File: src/rtl/perf_counter_pkg.sv
// Register map, STATUS bit positions and sizing helper shared by the
// multi-section performance counter.
package perf_counter_pkg;

  typedef enum logic [1:0] {
    OFS_TIME_LO = 2'd0,
    OFS_TIME_HI = 2'd1,
    OFS_EVENT   = 2'd2,
    OFS_STATUS  = 2'd3
  } reg_offset_e;

  localparam int STAT_ENABLE    = 0;
  localparam int STAT_OVF_TIME  = 1;
  localparam int STAT_OVF_EVENT = 2;
  localparam int STAT_IRQ_EN    = 3;

  localparam int GLOBAL_RESET_BIT = 0;

  // Smallest n with 2**n >= value; written as a bounded loop so it elaborates anywhere.
  function automatic int clog2(input int value);
    int result;
    result = 0;
    for (int i = 0; i < 31; i++) begin
      if ((1 << i) < value) result = i + 1;
    end
    return result;
  endfunction

endpackage

File: src/rtl/perf_counter_section.sv
// One section of the performance counter: time and go-event counters, run enable,
// atomic-read shadow of the upper time word, sticky overflow flags and irq enable.
module perf_counter_section
  import perf_counter_pkg::*;
#(
  parameter int TIME_WIDTH  = 64,
  parameter int EVENT_WIDTH = 32,
  parameter int SATURATE    = 0
) (
  input  logic        clk,
  input  logic        reset,
  input  logic        global_reset,
  input  logic        global_enable,
  input  logic        go,
  input  logic        stop,
  input  logic        snapshot,
  input  logic        status_we,
  input  logic        clr_ovf_time,
  input  logic        clr_ovf_event,
  input  logic        irq_en_d,
  output logic [31:0] time_lo,
  output logic [31:0] shadow_hi,
  output logic [31:0] event_rd,
  output logic [31:0] status,
  output logic        irq_req
);

  logic [TIME_WIDTH-1:0]  time_cnt;
  logic [EVENT_WIDTH-1:0] event_cnt;
  logic [TIME_WIDTH-1:0]  time_next;
  logic [EVENT_WIDTH-1:0] event_next;
  logic                   enable;
  logic                   ovf_time;
  logic                   ovf_event;
  logic                   irq_en;
  logic                   time_inc;
  logic                   event_inc;
  logic                   time_at_max;
  logic                   event_at_max;

  assign time_inc     = enable & global_enable;
  assign event_inc    = go & global_enable;
  assign time_at_max  = &time_cnt;
  assign event_at_max = &event_cnt;

  // On overflow a counter either wraps to zero or parks at all-ones.
  always_comb begin
    time_next  = time_cnt + TIME_WIDTH'(1);
    event_next = event_cnt + EVENT_WIDTH'(1);
    if (time_at_max)  time_next  = (SATURATE != 0) ? time_cnt  : '0;
    if (event_at_max) event_next = (SATURATE != 0) ? event_cnt : '0;
  end

  // Global reset outranks every increment and go in the same cycle but spares irq_en.
  // A flag raised by a fresh overflow survives a simultaneous write-1-to-clear.
  always_ff @(posedge clk or posedge reset) begin
    if (reset) begin
      time_cnt  <= '0;
      event_cnt <= '0;
      enable    <= 1'b0;
      shadow_hi <= '0;
      ovf_time  <= 1'b0;
      ovf_event <= 1'b0;
      irq_en    <= 1'b0;
    end else if (global_reset) begin
      time_cnt  <= '0;
      event_cnt <= '0;
      enable    <= 1'b0;
      shadow_hi <= '0;
      ovf_time  <= 1'b0;
      ovf_event <= 1'b0;
    end else begin
      if (time_inc)  time_cnt  <= time_next;
      if (event_inc) event_cnt <= event_next;
      if (go) begin
        enable <= 1'b1;
      end else if (stop) begin
        enable <= 1'b0;
      end
      if (snapshot) shadow_hi <= 32'(time_cnt[TIME_WIDTH-1:32]);
      ovf_time  <= (ovf_time  & ~(status_we & clr_ovf_time))  | (time_inc  & time_at_max);
      ovf_event <= (ovf_event & ~(status_we & clr_ovf_event)) | (event_inc & event_at_max);
      if (status_we) irq_en <= irq_en_d;
    end
  end

  assign time_lo  = time_cnt[31:0];
  assign event_rd = 32'(event_cnt);
  assign irq_req  = (ovf_time | ovf_event) & irq_en;

  always_comb begin
    status                 = '0;
    status[STAT_ENABLE]    = enable;
    status[STAT_OVF_TIME]  = ovf_time;
    status[STAT_OVF_EVENT] = ovf_event;
    status[STAT_IRQ_EN]    = irq_en;
  end

endmodule

File: src/rtl/perf_counter_multi.sv
// Avalon-MM control slave wrapping NUM_SECTIONS counter sections at a 4-word stride;
// holds the address decode, the registered read mux and the registered irq.
module perf_counter_multi
  import perf_counter_pkg::*;
#(
  parameter int NUM_SECTIONS = 4,
  parameter int TIME_WIDTH   = 64,
  parameter int EVENT_WIDTH  = 32,
  parameter int SATURATE     = 0,
  localparam int AW          = clog2(NUM_SECTIONS) + 2
) (
  input  logic          clk,
  input  logic          reset,
  input  logic [AW-1:0] address,
  input  logic          begintransfer,
  input  logic          read,
  input  logic          write,
  input  logic [31:0]   writedata,
  output logic [31:0]   readdata,
  output logic          irq
);

  localparam int SW = (NUM_SECTIONS > 1) ? clog2(NUM_SECTIONS) : 1;

  logic                    wr;
  logic                    rd;
  logic [SW-1:0]           sec_idx;
  logic                    sec_valid;
  reg_offset_e             offset;
  logic                    global_reset;
  logic                    global_enable;
  logic [NUM_SECTIONS-1:0] sel;
  logic [NUM_SECTIONS-1:0] go_vec;
  logic [NUM_SECTIONS-1:0] stop_vec;
  logic [NUM_SECTIONS-1:0] snap_vec;
  logic [NUM_SECTIONS-1:0] status_we_vec;
  logic [NUM_SECTIONS-1:0] irq_req_vec;
  logic [31:0]             time_lo_arr   [NUM_SECTIONS];
  logic [31:0]             shadow_hi_arr [NUM_SECTIONS];
  logic [31:0]             event_arr     [NUM_SECTIONS];
  logic [31:0]             status_arr    [NUM_SECTIONS];
  logic [31:0]             read_mux;
  logic                    unused_wdata;

  assign wr        = write & begintransfer;
  assign rd        = read & begintransfer;
  assign sec_idx   = SW'(address >> 2);
  assign sec_valid = int'(sec_idx) < NUM_SECTIONS;
  assign offset    = reg_offset_e'(address[1:0]);

  assign global_reset  = wr && (sec_idx == '0) && (offset == OFS_TIME_LO)
                         && writedata[GLOBAL_RESET_BIT];
  // A go to section 0 opens the gate in the same cycle it is issued.
  assign global_enable = status_arr[0][STAT_ENABLE] | go_vec[0];

  assign unused_wdata = &{1'b0, writedata[31:4]};

  for (genvar s = 0; s < NUM_SECTIONS; s++) begin : gen_sec
    assign sel[s]           = sec_valid && (int'(sec_idx) == s);
    assign go_vec[s]        = wr & sel[s] & (offset == OFS_TIME_HI);
    assign stop_vec[s]      = wr & sel[s] & (offset == OFS_TIME_LO);
    assign snap_vec[s]      = rd & sel[s] & (offset == OFS_TIME_LO);
    assign status_we_vec[s] = wr & sel[s] & (offset == OFS_STATUS);

    perf_counter_section #(
      .TIME_WIDTH (TIME_WIDTH),
      .EVENT_WIDTH(EVENT_WIDTH),
      .SATURATE   (SATURATE)
    ) u_section (
      .clk          (clk),
      .reset        (reset),
      .global_reset (global_reset),
      .global_enable(global_enable),
      .go           (go_vec[s]),
      .stop         (stop_vec[s]),
      .snapshot     (snap_vec[s]),
      .status_we    (status_we_vec[s]),
      .clr_ovf_time (writedata[STAT_OVF_TIME]),
      .clr_ovf_event(writedata[STAT_OVF_EVENT]),
      .irq_en_d     (writedata[STAT_IRQ_EN]),
      .time_lo      (time_lo_arr[s]),
      .shadow_hi    (shadow_hi_arr[s]),
      .event_rd     (event_arr[s]),
      .status       (status_arr[s]),
      .irq_req      (irq_req_vec[s])
    );
  end

  // Addresses past the last section read back as zero.
  always_comb begin
    read_mux = '0;
    for (int s = 0; s < NUM_SECTIONS; s++) begin
      if (sel[s]) begin
        case (offset)
          OFS_TIME_LO: read_mux = time_lo_arr[s];
          OFS_TIME_HI: read_mux = shadow_hi_arr[s];
          OFS_EVENT:   read_mux = event_arr[s];
          OFS_STATUS:  read_mux = status_arr[s];
          default:     read_mux = '0;
        endcase
      end
    end
  end

  always_ff @(posedge clk or posedge reset) begin
    if (reset) begin
      readdata <= '0;
      irq      <= 1'b0;
    end else begin
      readdata <= read_mux;
      irq      <= |irq_req_vec;
    end
  end

endmodule

File: config.mk
export PLATFORM = sky130hd
export DESIGN_NAME = perf_counter_multi
export DESIGN_NICKNAME = d
export VERILOG_FILES = /design/src/rtl/perf_counter_pkg.sv /design/src/rtl/perf_counter_section.sv /design/src/rtl/perf_counter_multi.sv
export SDC_FILE = /design/constraint.sdc
export NUM_CORES = 2
export LEC_CHECK = 0
export BUFFER_PORTS_ARGS = -buffer_cell sky130_fd_sc_hd__buf_2
export CAP_MARGIN = 20
export CORE_ASPECT_RATIO = 1.25
export CORE_UTILIZATION = 68
export CTS_CLUSTER_SIZE = 12
export DETAILED_ROUTE_END_ITERATION = 10
export PLACE_DENSITY = 0.86
export REMOVE_ABC_BUFFERS = 1
export SETUP_SLACK_MARGIN = 0.05
export SLEW_MARGIN = 25
export SYNTH_ARGS = -nofsm -noshare
export SYNTH_HDL_FRONTEND = slang
export SYNTH_SLANG_ARGS = --single-unit
File: constraint.sdc
create_clock -name clk -period 46.9 [get_ports clk]
set_input_delay 7.035 -clock clk [delete_from_list [all_inputs] [get_ports clk]]
set_output_delay 7.035 -clock clk [all_outputs]
set_load 0.1 [all_outputs]
; Word level (Yosys, flattened, before mapping)
; Cells that the tools add are included.
[word_totals]
out_inout_bits = 33
reg_bits = 561
inputBits = 41
wordCells = 223
[op_classes]
mux = 60
reduce_logical = 35
add_sub_neg = 8
n_eq_ne = 6
bitwise = 84
[ops]
columns = operator, count
row1 = 2-to-1 mux 32 bit, 24
row2 = 2-to-1 mux 64 bit, 12
row3 = case mux 32 bit (4 select lines), 4
row4 = "adder 64 x 1 -> 64 bit, second input constant", 4
row5 = AND reduction 64 bit, 4
row6 = "adder 32 x 1 -> 32 bit, second input constant", 4
row7 = AND reduction 32 bit, 4
row8 = bitwise AND 1 bit, 62
row9 = nonzero test 2 bit, 12
row10 = 2-to-1 mux 1 bit, 20
row11 = OR 1 bit, 13
row12 = nonzero test 3 bit, 4
row13 = NOT 1 bit, 9
row14 = "equality test 2 bit, second input constant", 4
row15 = AND reduction 2 bit, 4
row16 = zero test 2 bit, 3
row17 = "equality test 2 x 1 -> 1 bit, second input constant", 2
row18 = OR reduction 4 bit, 1
row19 = logical AND 1 bit, 3

; Logic depth before layout (Yosys ltp)
[logic_depth]
word_depth = 8
ltp_mapped = 10
depth_no_buf = 7

; Cells and area by module
; From an unflattened synthesis, not the netlist that was laid out.
[hier_totals]
cells_unflattened = 3379
area_unflattened_um2 = 32959.1
[by_module_without_submodules]
columns = mod, area_per_inst_um2, n_inst, seq_area_each_um2, cells_per_inst
row1 = perf_counter_section, 6965.4, 4, 3303.2, 723
row2 = perf_counter_multi, 5097.4, 1, 825.8, 487

; Least setup slack after synthesis
; No wires, ideal clock.
[synth_timing]
kind = input -> register
from = in address[1]
to = reg readdata[0]
setup_slack_ns = 37.990
arrival_time_ns = 8.772
n_path_buf = 3
required_time_ns = 46.762
path_stages = 5
setup_ns = 0.138
cell_sequence = buf_2 buf_1 clkbuf_1 mux4_2 mux4_2
[synth_via]
elab_chain_cells = 6
elab_cells_between_ends = 12
cone_classes = eq/ne (3) / mux (8) / reduce/logical (1)
[synth_lines]
columns = element, line_no
row1 = from (decl), perf_counter_multi.sv:14  ; input logic [AW-1:0] address,
row2 = "equality test 2 bit, or another cell as far along", perf_counter_multi.sv:94  ; case (offset)
row3 = case mux 32 bit (4 select lines), perf_counter_multi.sv:94
row4 = 2-to-1 mux 32 bit (3 in a row), perf_counter_multi.sv:93  ; if (sel[s]) begin
row5 = 2-to-1 mux 32 bit *, perf_counter_multi.sv:93
row6 = via read_mux[0], perf_counter_multi.sv:42  ; logic [31:0] read_mux;
row7 = to (signal assigned), perf_counter_multi.sv:110  ; readdata <= read_mux;
row8 = to (decl), perf_counter_multi.sv:19  ; output logic [31:0] readdata,
; Mark *: on every way through the listed nets, which the timed path passes. The rest lies on a longest branch.
; A chain may end at the register's enable or synchronous reset.

; Worst setup path after layout
[layout_timing]
from = in address[0]
to = reg readdata[30]
; Same word-level chain as after synthesis.

==> run_results.csv <==
group,metric,value,unit
worst_setup_path,crit_slowest_cell,"buf_4",
grt,grt_max_degree,165,
sta,hold_ws,0.508,ns
cts,clk_pin_slew_worst_paths,0.06,ns
power,p_per_area,32.7,mW/mm2
layout,nFillCells,3015,
layout,multi_input_area,0.0157,mm2
sta,slew_headroom,0.196,
floorplan,die_w,192,um
sta,slew_viol_final,0,
worst_setup_path,startpoint_type,"primary input",
layout,layout.nets,3256,
layout,mostFrequentLayoutCell,"dfrtp_1",
logic_synthesis,yosysSeqAreaShare,0.459,
logic_synthesis,yosys_warnings,0,
logic_synthesis,synth_cell_type_count,79,
place,dpl.cell_count,3720,
logic_synthesis,synth_area,0.0306,mm2
worst_setup_path,crit_fanout,63,
logic_synthesis,yosysTopAreaCellShare,0.459,
layout,fin_cells,3818,
place,numPortBuffers,45,
drt,vias_per_cell,6.87,
logic_synthesis,synth_area_leader_cell,"dfrtp_1",
worst_setup_path,cp.arrival,10.82,ns
grt,grt_pass1_vias,25200,
cts,cts-root-buf,"clkbuf_16",
worst_setup_path,cp_common_cell,"buf_4",
drt,drt_first_pass_iters,6,
cts,numCtsBuffers,57,
power,ir_worst_vdd,40.2,uV
logic_synthesis,syn_avg_cell_area,9.42,um2
cts,clockBufferDepth,3,
floorplan,start_util,0.691,
floorplan,io_pins,74,
layout,final_util,0.745,
logic_synthesis,synth_cells,3246,
worst_setup_path,crit_chain,"clkbuf_8 > buf_4 > buf_4 > mux2i_1 > nor2_1 > a211oi_1 > a21oi_1 > o221a_2",
worst_setup_path,end_kind,"register",
sta,period_minus_slack,10.32,ns
drt,dr.first_iter.drc_count,2918,
grt,globalRouteOverflowTotal,0,
cts,postCtsSetupBuffers,0,
grt,grt_antenna_before_repair,6,
grt,grt_first_pass_wirelength,141,mm
cts,cts-resized-gates,0,
logic_synthesis,synth_edf_count,0,
drt,post_drt_wl_per_cell,23.6,um
floorplan,die_area,0.0458,mm2
drt,dr_total_vias,26200,
power,p_leak,14.9,nW
worst_setup_path,slowest_delay,0.77,ns
status,status,"finished clean",
worst_setup_path,worstPathRequired,47.40,ns
drt,route.detailed.drc,0,
run,timing.max_cap.violations,0,
floorplan,core_area,0.0442,mm2
sta,rsz0062_at_grt,"no",
layout,drive_gt1_frac,0.0835,
layout,syn2layout_area_growth,7.74,%
worst_hold_path,hold_path_class,"register to register",
sta,fin_setup_tns,0,ns
sta,fmax,96.9,MHz
sta,finalSetupViolCount,0,
sta,worst_pin_slew,1.19,ns
place,gp_congestion,0.994,
cts,cts-htree-levels,2,
place,dp_hpwl,61.7,mm
logic_synthesis,synth_seq_cells,561,
floorplan,die_h,239,um
worst_setup_path,crit_type,"primary input to register",
cts,cts_tree,"yes",
logic_synthesis,synthArstFlopShare,1.00,
sta,hold_viol,0,
sta,fin_skew,0.0169,ns
layout,area.sequential,0.0140,mm2
sta,period_share,0.220,
layout,layout_common_cells,"dfrtp_1, nor2_1, nand2_1, mux2i_1, o21ai_0",
logic_synthesis,synth_area_leaders,"dfrtp_1, mux2i_1, nor2_1",
cts,cts_hold_buf,0,
floorplan,row_count,86,
cts,clkLatencyLatePin,0.64,ns
cts,cts_sinks,561,
drt,drt-total-wl,90.3,mm
grt,track_usage,0.401,
logic_synthesis,synth-main-ff-cell,"dfrtp_1",
drt,ant_nets,0,
-- synth_stat cells, types with 7 or more instances --
master and number:
nor3_2 13, nand3_1 169, a31oi_1 22, dfrtp_1 561, buf_2 49, nand2_1 322, clkbuf_1 101, nor2_1 533
buf_1 19, o21ai_0 177, o31ai_1 20, nor4_1 52, and3_1 62, or2_2 8, xnor2_1 152, mux2i_1 238
nand3b_1 7, buf_4 9, a22o_1 14, and4_1 34, a41oi_1 8, nor3_1 106, o211ai_1 14, or4_1 9
a21oi_1 49, or3_1 24, mux4_2 44, xor2_1 120, and2_1 28, ha_1 8, inv_1 38, a21o_1 9
nand4_1 116
-- state kept, by name (all words and copies together) (netlist names) --
| name | count |
|---|---|
| gen_sec.u_section.event_rd | 128 |
| gen_sec.u_section.ovf_time | 4 |
| irq | 1 |
| gen_sec.u_section.enable | 4 |
| gen_sec.u_section.irq_en | 4 |
| gen_sec.u_section.shadow_hi | 128 |
| gen_sec.u_section.ovf_event | 4 |
| gen_sec.u_section.time_cnt | 256 |
| readdata | 32 |
-- power breakdown --
part           internal [mW]  switching (mW)  total (mW)
Clock                  0.258           0.192       0.451
Combinational         0.0318          0.0730       0.105
Sequential             0.501          0.0207       0.522
Total                  0.792           0.286        1.08
-- final cells by class --
type / instances / share of cell area
diodes: 2 / 0.000152
clock buffers: 90 / 0.0532
clock inverters: 6 / 0.00179
inverters: 38 / 0.00456
multi-input cells: 2467 / 0.476
flip-flops and latches: 561 / 0.426
well taps: 572 / 0.0217
repair buffers: 82 / 0.0161
-- critical path, delay by kind of cell --
kind	cells	cell delay, ns
compound gates	3	1.10
buf+inv	3	1.92
mux	1	0.46
simple gates	1	0.09
-- kinds of logic (layout without fill, tap and decap cells) --
logic type,count (synthesis),in the layout,synth area share
other,0,2,0
DFF,561,561,0.459
and+or+nand+nor,1526,1526,0.240
muxes,286,286,0.112
xor gates and xnor gates,272,272,0.0779
buffers and inverters,218,216,0.0302
AOI/OAI and AO/OA,375,375,0.0771
adders and majority gates,8,8,0.00327
-- final timing paths --
| path | from | to | slack [ns] | depth (start not counted) |
|---|---|---|---|---|
| max | address[0] | readdata[30] | 36.58 | 8 |
| min | gen_sec[3].u_section.event_rd[23] | gen_sec[3].u_section.event_rd[23] | 0.51 | 1 |
| max reg2reg | gen_sec[1].u_section.time_cnt[22] | gen_sec[1].u_section.time_cnt[11] | 43.47 | 7 |
| min reg2reg | gen_sec[3].u_section.event_rd[23] | gen_sec[3].u_section.event_rd[23] | 0.51 | 1 |
| max in group asynchronous | reset | gen_sec[0].u_section.time_cnt[21] | 38.10 | 4 |
| min in group asynchronous | reset | gen_sec[1].u_section.shadow_hi[26] | 6.53 | 2 |
-- per-stage QoR --
step / instance area (um2) / setup slack (ns) / power, mW
after global placement: 31100 / 36.20 / 0.627
after detailed placement: 31100 / 36.16 / 0.632
after CTS: 32900 / 36.81 / 1.08
final: 32900 / 36.58 / 1.08
after global routing: 32900 / 36.60 / 1.11
after floorplan: 29800 / 24.18 / 0.593
-- routing by layer --
metal  up-vias  GRT usage  share of wire
li1      11400          -              -
met4        12      0.261          0.079
met2      1516      0.631           0.46
met5         -          0        0.00083
met1     12900      0.501           0.36
met3       444     0.0885          0.098
(Power assumes the default switching activity.)
